===== src/rtl/flex_pkg.sv =====
`default_nettype none
// ============================================================================
//  Module      : flex_pkg
//  Description : Shared definitions for the flex input-capture block:
//                default bus widths, register-group offsets, bus FSM state
//                encoding and address-decode helper functions.
//  Revision    : 1.0 - initial release
// ============================================================================
package flex_pkg;

    localparam int c_BB_ADDR_BUS_WIDTH = 16;
    localparam int c_BB_DATA_BUS_WIDTH = 16;

    // Register groups; offset = group * Pn + word index
    localparam logic [1:0] c_GRP_LIVE  = 2'd0;  // synchronized live value, RO
    localparam logic [1:0] c_GRP_LATCH = 2'd1;  // edge latch, write-1-to-clear
    localparam logic [1:0] c_GRP_RISE  = 2'd2;  // rising-edge enable mask, RW
    localparam logic [1:0] c_GRP_FALL  = 2'd3;  // falling-edge enable mask, RW

    typedef enum logic [0:0] {
        ST_IDLE = 1'b0,
        ST_WAIT = 1'b1
    } bus_state_t;

    // Words per group, rounded up to a power of two
    function automatic int flex_pn(input int n);
        return 1 << $clog2(n);
    endfunction

    // Number of low address bits consumed by the register window
    function automatic int flex_sel(input int n);
        return $clog2(flex_pn(n)) + 2;
    endfunction

endpackage
`default_nettype wire


===== src/rtl/flex_sync.sv =====
`default_nettype none
// ============================================================================
//  Module      : flex_sync
//  Description : Multi-stage flip-flop synchronizer for a vector of
//                asynchronous inputs.
//  Ports       : clock  - rising-edge clock
//                nreset - asynchronous active-low reset (clears all stages)
//                i_d    - asynchronous input vector
//                o_q    - synchronized output (last stage)
//  Revision    : 1.0 - initial release
// ============================================================================
module flex_sync #(
    parameter int WIDTH  = 1,
    parameter int STAGES = 2
) (
    input  logic             clock,
    input  logic             nreset,
    input  logic [WIDTH-1:0] i_d,
    output logic [WIDTH-1:0] o_q
);

    logic [STAGES-1:0][WIDTH-1:0] r_stage;

    always_ff @(posedge clock or negedge nreset) begin
        if (!nreset) begin
            r_stage <= '0;
        end else begin
            r_stage[0] <= i_d;
            for (int s = 1; s < STAGES; s++) begin
                r_stage[s] <= r_stage[s-1];
            end
        end
    end

    assign o_q = r_stage[STAGES-1];

endmodule
`default_nettype wire


===== src/rtl/flex_in_capture.sv =====
`default_nettype none
// ============================================================================
//  Module      : flex_in_capture
//  Description : Bus-mapped capture of N asynchronous input words with
//                per-bit rise/fall edge detection, sticky edge latches and an
//                interrupt that is the OR of all latched edges.
//  Ports       : clock, nreset          - clock, async active-low reset
//                addr, addr_strobe      - bus address and its qualifier
//                read_trg, write_trg    - bus cycle triggers
//                data_w                 - write data
//                data_r, data_r_act     - read data and read-data valid
//                dtack                  - cycle acknowledge
//                bits                   - asynchronous inputs, N words
//                irq                    - registered OR of all edge latches
//  Revision    : 1.0 - initial release
// ============================================================================
module flex_in_capture
    import flex_pkg::*;
#(
    parameter int          addr_bus_width = c_BB_ADDR_BUS_WIDTH,
    parameter int          data_bus_width = c_BB_DATA_BUS_WIDTH,
    parameter int unsigned base_addr      = 0,
    parameter int          nr_registers   = 1,
    parameter int          sync_stages    = 2
) (
    input  logic                                   clock,
    input  logic                                   nreset,
    input  logic [addr_bus_width-1:0]              addr,
    input  logic                                   addr_strobe,
    input  logic                                   read_trg,
    input  logic                                   write_trg,
    input  logic [data_bus_width-1:0]              data_w,
    output logic [data_bus_width-1:0]              data_r,
    output logic                                   data_r_act,
    output logic                                   dtack,
    input  logic [nr_registers*data_bus_width-1:0] bits,
    output logic                                   irq
);

    localparam int c_W   = data_bus_width;
    localparam int c_N   = nr_registers;
    localparam int c_NW  = c_N * c_W;
    localparam int c_PN  = flex_pn(c_N);
    localparam int c_SEL = flex_sel(c_N);
    localparam int c_KW  = 7;
    localparam logic [addr_bus_width-1:0] c_BASE  = addr_bus_width'(base_addr);
    localparam logic [c_SEL-1:0]          c_KMASK = c_SEL'(c_PN - 1);

    // ---------------- synchronizer, previous value, edge detect -------------
    logic [c_NW-1:0] w_sync;
    logic [c_NW-1:0] r_prev;
    logic [c_NW-1:0] r_latch;
    logic [c_NW-1:0] r_rise_mask;
    logic [c_NW-1:0] r_fall_mask;
    logic [c_NW-1:0] w_rise;
    logic [c_NW-1:0] w_fall;
    logic [c_NW-1:0] w_clr;
    logic            r_irq;

    flex_sync #(
        .WIDTH  (c_NW),
        .STAGES (sync_stages)
    ) u_sync (
        .clock  (clock),
        .nreset (nreset),
        .i_d    (bits),
        .o_q    (w_sync)
    );

    assign w_rise = w_sync & ~r_prev & r_rise_mask;
    assign w_fall = ~w_sync & r_prev & r_fall_mask;

    // ---------------- address decode ----------------------------------------
    logic             w_selected;
    logic [c_SEL-1:0] w_offset;
    logic [1:0]       w_group;
    logic [c_KW-1:0]  w_k;
    logic             w_k_ok;

    assign w_selected = addr_strobe &
                        (addr[addr_bus_width-1:c_SEL] == c_BASE[addr_bus_width-1:c_SEL]);
    assign w_offset   = addr[c_SEL-1:0];
    assign w_group    = w_offset[c_SEL-1 -: 2];
    assign w_k        = c_KW'(w_offset & c_KMASK);
    assign w_k_ok     = (w_k < c_KW'(c_N));

    // ---------------- bus FSM -----------------------------------------------
    bus_state_t r_state;
    bus_state_t w_state_nxt;
    logic       w_start;
    logic       w_end;
    logic       w_rd_act;
    logic       w_wr_act;

    always_ff @(posedge clock or negedge nreset) begin
        if (!nreset) begin
            r_state <= ST_IDLE;
        end else begin
            r_state <= w_state_nxt;
        end
    end

    // Only the IDLE->WAIT transition performs an action, so a held trigger
    // never repeats a write or W1C.
    always_comb begin
        w_state_nxt = r_state;
        w_start     = 1'b0;
        w_end       = 1'b0;
        case (r_state)
            ST_IDLE: begin
                if (w_selected && (read_trg || write_trg) && w_k_ok) begin
                    w_state_nxt = ST_WAIT;
                    w_start     = 1'b1;
                end
            end
            ST_WAIT: begin
                if ((!read_trg && !write_trg) || !w_selected) begin
                    w_state_nxt = ST_IDLE;
                    w_end       = 1'b1;
                end
            end
            default: w_state_nxt = ST_IDLE;
        endcase
    end

    // A cycle with both triggers raised is treated as a read
    assign w_rd_act = w_start & read_trg;
    assign w_wr_act = w_start & ~read_trg;

    // ---------------- read mux and W1C clear vector -------------------------
    logic [c_W-1:0] w_rd_word;

    always_comb begin
        w_rd_word = '0;
        w_clr     = '0;
        for (int i = 0; i < c_N; i++) begin
            if (w_k == c_KW'(i)) begin
                case (w_group)
                    c_GRP_LIVE:  w_rd_word = w_sync[i*c_W +: c_W];
                    c_GRP_LATCH: w_rd_word = r_latch[i*c_W +: c_W];
                    c_GRP_RISE:  w_rd_word = r_rise_mask[i*c_W +: c_W];
                    default:     w_rd_word = r_fall_mask[i*c_W +: c_W];
                endcase
                if (w_wr_act && (w_group == c_GRP_LATCH)) begin
                    w_clr[i*c_W +: c_W] = data_w;
                end
            end
        end
    end

    // ---------------- capture state -----------------------------------------
    always_ff @(posedge clock or negedge nreset) begin
        if (!nreset) begin
            r_prev      <= '0;
            r_latch     <= '0;
            r_rise_mask <= '0;
            r_fall_mask <= '0;
            r_irq       <= 1'b0;
        end else begin
            r_prev  <= w_sync;
            // New edges are ORed in after the clear so a coincident set wins
            r_latch <= (r_latch & ~w_clr) | w_rise | w_fall;
            r_irq   <= |r_latch;
            for (int i = 0; i < c_N; i++) begin
                if (w_wr_act && (w_k == c_KW'(i))) begin
                    if (w_group == c_GRP_RISE) begin
                        r_rise_mask[i*c_W +: c_W] <= data_w;
                    end
                    if (w_group == c_GRP_FALL) begin
                        r_fall_mask[i*c_W +: c_W] <= data_w;
                    end
                end
            end
        end
    end

    // ---------------- bus response ------------------------------------------
    logic [c_W-1:0] r_data_r;
    logic           r_data_r_act;
    logic           r_dtack;

    always_ff @(posedge clock or negedge nreset) begin
        if (!nreset) begin
            r_data_r     <= '0;
            r_data_r_act <= 1'b0;
            r_dtack      <= 1'b0;
        end else if (w_start) begin
            r_dtack      <= 1'b1;
            r_data_r_act <= w_rd_act;
            if (w_rd_act) begin
                r_data_r <= w_rd_word;
            end
        end else if (w_end) begin
            r_dtack      <= 1'b0;
            r_data_r_act <= 1'b0;
        end
    end

    assign data_r     = r_data_r;
    assign data_r_act = r_data_r_act;
    assign dtack      = r_dtack;
    assign irq        = r_irq;

endmodule
`default_nettype wire

===== config.mk =====
export PLATFORM = sky130hd
export DESIGN_NAME = flex_in_capture
export DESIGN_NICKNAME = d
export VERILOG_FILES = /design/src/rtl/flex_pkg.sv /design/src/rtl/flex_sync.sv /design/src/rtl/flex_in_capture.sv
export SDC_FILE = /design/constraint.sdc
export NUM_CORES = 1
export LEC_CHECK = 0
export ABC_AREA = 1
export BUFFER_PORTS_ARGS = -buffer_cell sky130_fd_sc_hd__buf_2
export CAP_MARGIN = 20
export CORE_ASPECT_RATIO = 1.4
export CORE_UTILIZATION = 40
export DETAILED_ROUTE_END_ITERATION = 6
export GPL_TIMING_DRIVEN = 0
export PLACE_DENSITY = 0.7
export SYNTH_ARGS = -nofsm -noshare
export SYNTH_HDL_FRONTEND = slang
export SYNTH_SLANG_ARGS = --single-unit
export TNS_END_PERCENT = 1

===== constraint.sdc =====
create_clock -name clock -period 1.85 [get_ports clock]
set_clock_uncertainty 0.15 [all_clocks]
set_input_delay 0.2775 -clock clock [delete_from_list [all_inputs] [get_ports clock]]
set_output_delay 0.2775 -clock clock [all_outputs]
set_load 0.02 [all_outputs]

==> impl_results.md <==
- Via-to-Cell Ratio: 4.972
- Maximum vdd drop: between 0.5 and 0.6 mV
- Max Fclk: 570.3 MHz
- Mapped cell area: 0.004666 mm²
- Die area: ~0.012 mm²
- Layout cells sized above 1: a little under a fifth
- # DRC: 0
- Critical path startpoint category: primary input
- Num CTS Buffers: 17
- Simple logic cell fraction of the synthesized area: 23.92%
- Setup violators final: 0
- Initial DRC count: 257
- Pwr/cell area: 1028 mW/mm²
- RSZ-0062 raised after global routing: yes
- Worst min-delay path class: primary input to flop
- Status: complete, no violations
- Worst Tran Pin Value: 0.6558 ns
- P&R area growth vs syn: 29.69%
- CP cell instances: buf_2 > nor2_1 > nand2_1 > nor2_1 > nand2_1 > nor2_1 > ha_1 > inv_1 > nor2_2 > nand2_2 > clkbuf_4 > o21bai_1 > nand2_1
- Die width: 93.28 µm
- Later-pin clock latency in the skew report: 0.41 ns
- Max-slew headroom: a little under three fifths
- Vias in the first global route: 3976
- Leak: between 3 and 4 nW
- Clock Sinks: 116
- Critical-path top delay cell: clkbuf_4
- Final #Nets: between 600 and 700
- Post-synthesis mux area share: 0%
- Synthesized area per cell: 8.853 µm²
- Final Util: a little over half
- Yosys warns: 0
- Clock-pin slew on the worst setup and hold paths: around 0.050 ns
- CP arrival: 1.90 ns
- Setup TNS: 0 ns
- Slew Viols, Final: 0
- GR Util All Layers: 20.79%
- Final Hold Violating Endpoints: 0
- Max FO, Critical Path: 10
- Placed cell area: about 0.0052 mm²
- Mapped Nets: between 500 and 600
- Synth Area in XOR/XNOR: 0%
- Register area share after synthesis: slightly above 60%
- #FFs+latches synth: 116
- Setup ws final: 0.09655 ns
- Postcts setup bufs: 0
- Hold WS: 0.007618 ns
- Global-route wire length before repair: 18670 µm
- Max Cap Viol: 0
- Largest family of logic cells by synthesized area: simple AND/OR/NAND/NOR gates
- Initial core utilization: 41.15%
- Antenna diodes: 0
- Drt first pass iters: 5
- Adder-Cell Fraction of Synth Area: less than 1%
- CTS tree: built
- Maximum level of the CTS H-tree: 4
- Largest net degree at the start of global routing: 68
- Antenna viol nets, final: 0
- # IOs: 72
- Fillers: 1024
- Crit path largest cell delay: between 0.2 and 0.25 ns
- Post-synthesis compound-gate area fraction: 8.313%
- Max Buffers Root-to-Sink: 2
- Final period utilization: 94.78%
- Worst Path Required: approximately 2 ns
- Synth cell types: 20
- GPL Wtd Cong: 0.8475
- Place WS: -0.5062 ns
- Hpwl dp: about 7600 µm
- Final min period: between 1.5 and 2 ns
- Total wire length: 11620 µm
- Rows: 46
- Crit Path Category: primary input to flop
- Finished Cell Area: 0.006051 mm²
- Die Span Y: 129.8 µm
- Post-synthesis instance total: 527
- Clock root cell: clkbuf_16
- DR vias: ~3900
- Core area: between 0.01 and 0.015 mm²
- Antenna violations before repair: 0
- Critical path endpoint category: flop
- DR WL/cell: about 15 µm
- Overflow after GRT: 0
- Port bufs: 71
## worst max-delay path, delay by kind of cell
kind                       cells  cell delay [ns]
buffers and inverters          3             0.40
AOI/OAI and AO/OA              1             0.15
adders and majority gates      1             0.21
and+or+nand+nor                8             0.85
## sequential cells by signal, summed over array words and instances, names as in the netlist
signal,cells
data_r,16
r_fall_mask,16
data_r_act,1
u_sync.r_stage,16
r_state,1
r_prev,16
dtack,1
irq,1
r_rise_mask,16
r_latch,16
u_sync.o_q,16
## final cells by class
| class | count | area, µm² | area share, % |
|---|---|---|---|
| Clock buffer | 21 | 440.4 | 7.279 |
| Clock inverter | 10 | 157.7 | 2.605 |
| Inverter | 42 | 157.7 | 2.605 |
| Sequential cell | 116 | 2903 | 47.97 |
| Buffer | 18 | 97.59 | 1.613 |
| Multi-Input combinational cell | 351 | 1539 | 25.43 |
| Tap cell | 144 | 180.2 | 2.978 |
| Timing Repair Buffer | 91 | 575.6 | 9.512 |
## placed cells by master (no fill, tap or decap), types with 2 or more instances in the layout
cell type,instances
buf_4,3
dfrtp_1,116
clkbuf_4,2
inv_1,40
inv_2,2
clkinv_2,3
nand4_1,4
dlygate4sd3_1,19
clkbuf_16,17
o21bai_1,16
buf_2,79
a21oi_1,2
o21ai_1,17
nor2_2,2
nand2_1,151
bufinv_16,4
clkbuf_1,6
clkinvlp_4,3
o21ai_0,33
clkbuf_2,3
nor2_1,84
nand3_1,34
nand2_2,2
ha_1,2
## where the power goes
part           internal, mW  leakage [nW]  switching (mW)
combinational         0.107          1.34           0.162
clock                  2.23         0.283            1.09
sequential             2.60          1.42          0.0346
total                  4.93          3.04            1.28
## final timing paths
kind                                   startpoint         endpoint  slack, ns  cells past startpoint
worst min-delay path                   data_w[10]  r_fall_mask[10]      0.008                      3
worst min register to register  u_sync.r_stage[7]    u_sync.o_q[7]       0.19                      0
min in group asynchronous                  nreset    u_sync.o_q[8]       0.29                      2
worst max-delay path                     addr[13]       r_latch[7]        0.1                     13
worst max register to register            r_state       r_latch[7]       0.12                      8
max in group asynchronous                  nreset   r_fall_mask[3]       0.50                      3
## metal layers
metal  up-vias  global-route usage [%]  wire length (µm)
met2       146                   35.81              6003
met1      1890                   23.75              4636
met3        29                   5.186               612
met4         0                   11.13               363
met5         -                       0                 0
li1       1878                       -                 -
## Yosys cell counts, drive strengths merged
library cell  count  area, µm²
nand2           153      576.8
dfrtp           116       2903
nor2             86      325.3
o21ai            50      250.2
inv              42      157.6
nand3            35      175.2
o21bai           16      120.1
clkbuf           10      37.54
buf               8      38.78
nand4             4      25.02
a21oi             2      10.01
ha                2      25.02
nor3b             1      7.510
o211ai            1      7.510
or2               1      6.260
## timing repair
action | CTS | global route
setup endpoints to repair | 37 | 60
gates resized for setup | 5 | 26
endpoints found under the hold margin | 67 | 0
hold buffers | 19 | 0
## metrics by stage
| stage | instances | power [mW] |
|---|---|---|
| 2_1_floorplan | 527 | 2.748 |
| 6_report | 793 | 6.218 |
| 3_5_place_dp | 743 | 2.909 |
| 4_1_cts | 793 | 6.275 |
| 3_3_place_gp | 742 | 2.892 |
| 5_1_grt | 793 | 6.422 |
## cells by family (layout without fill, tap and decap cells)
family                     count (synthesis)  after routing
AOI/OAI and AO/OA                         69             69
adders and majority gates                  2              2
buffers and inverters                     60            182
DFF                                      116            116
and+or+nand+nor                          280            280
(Power assumes the default switching activity.)
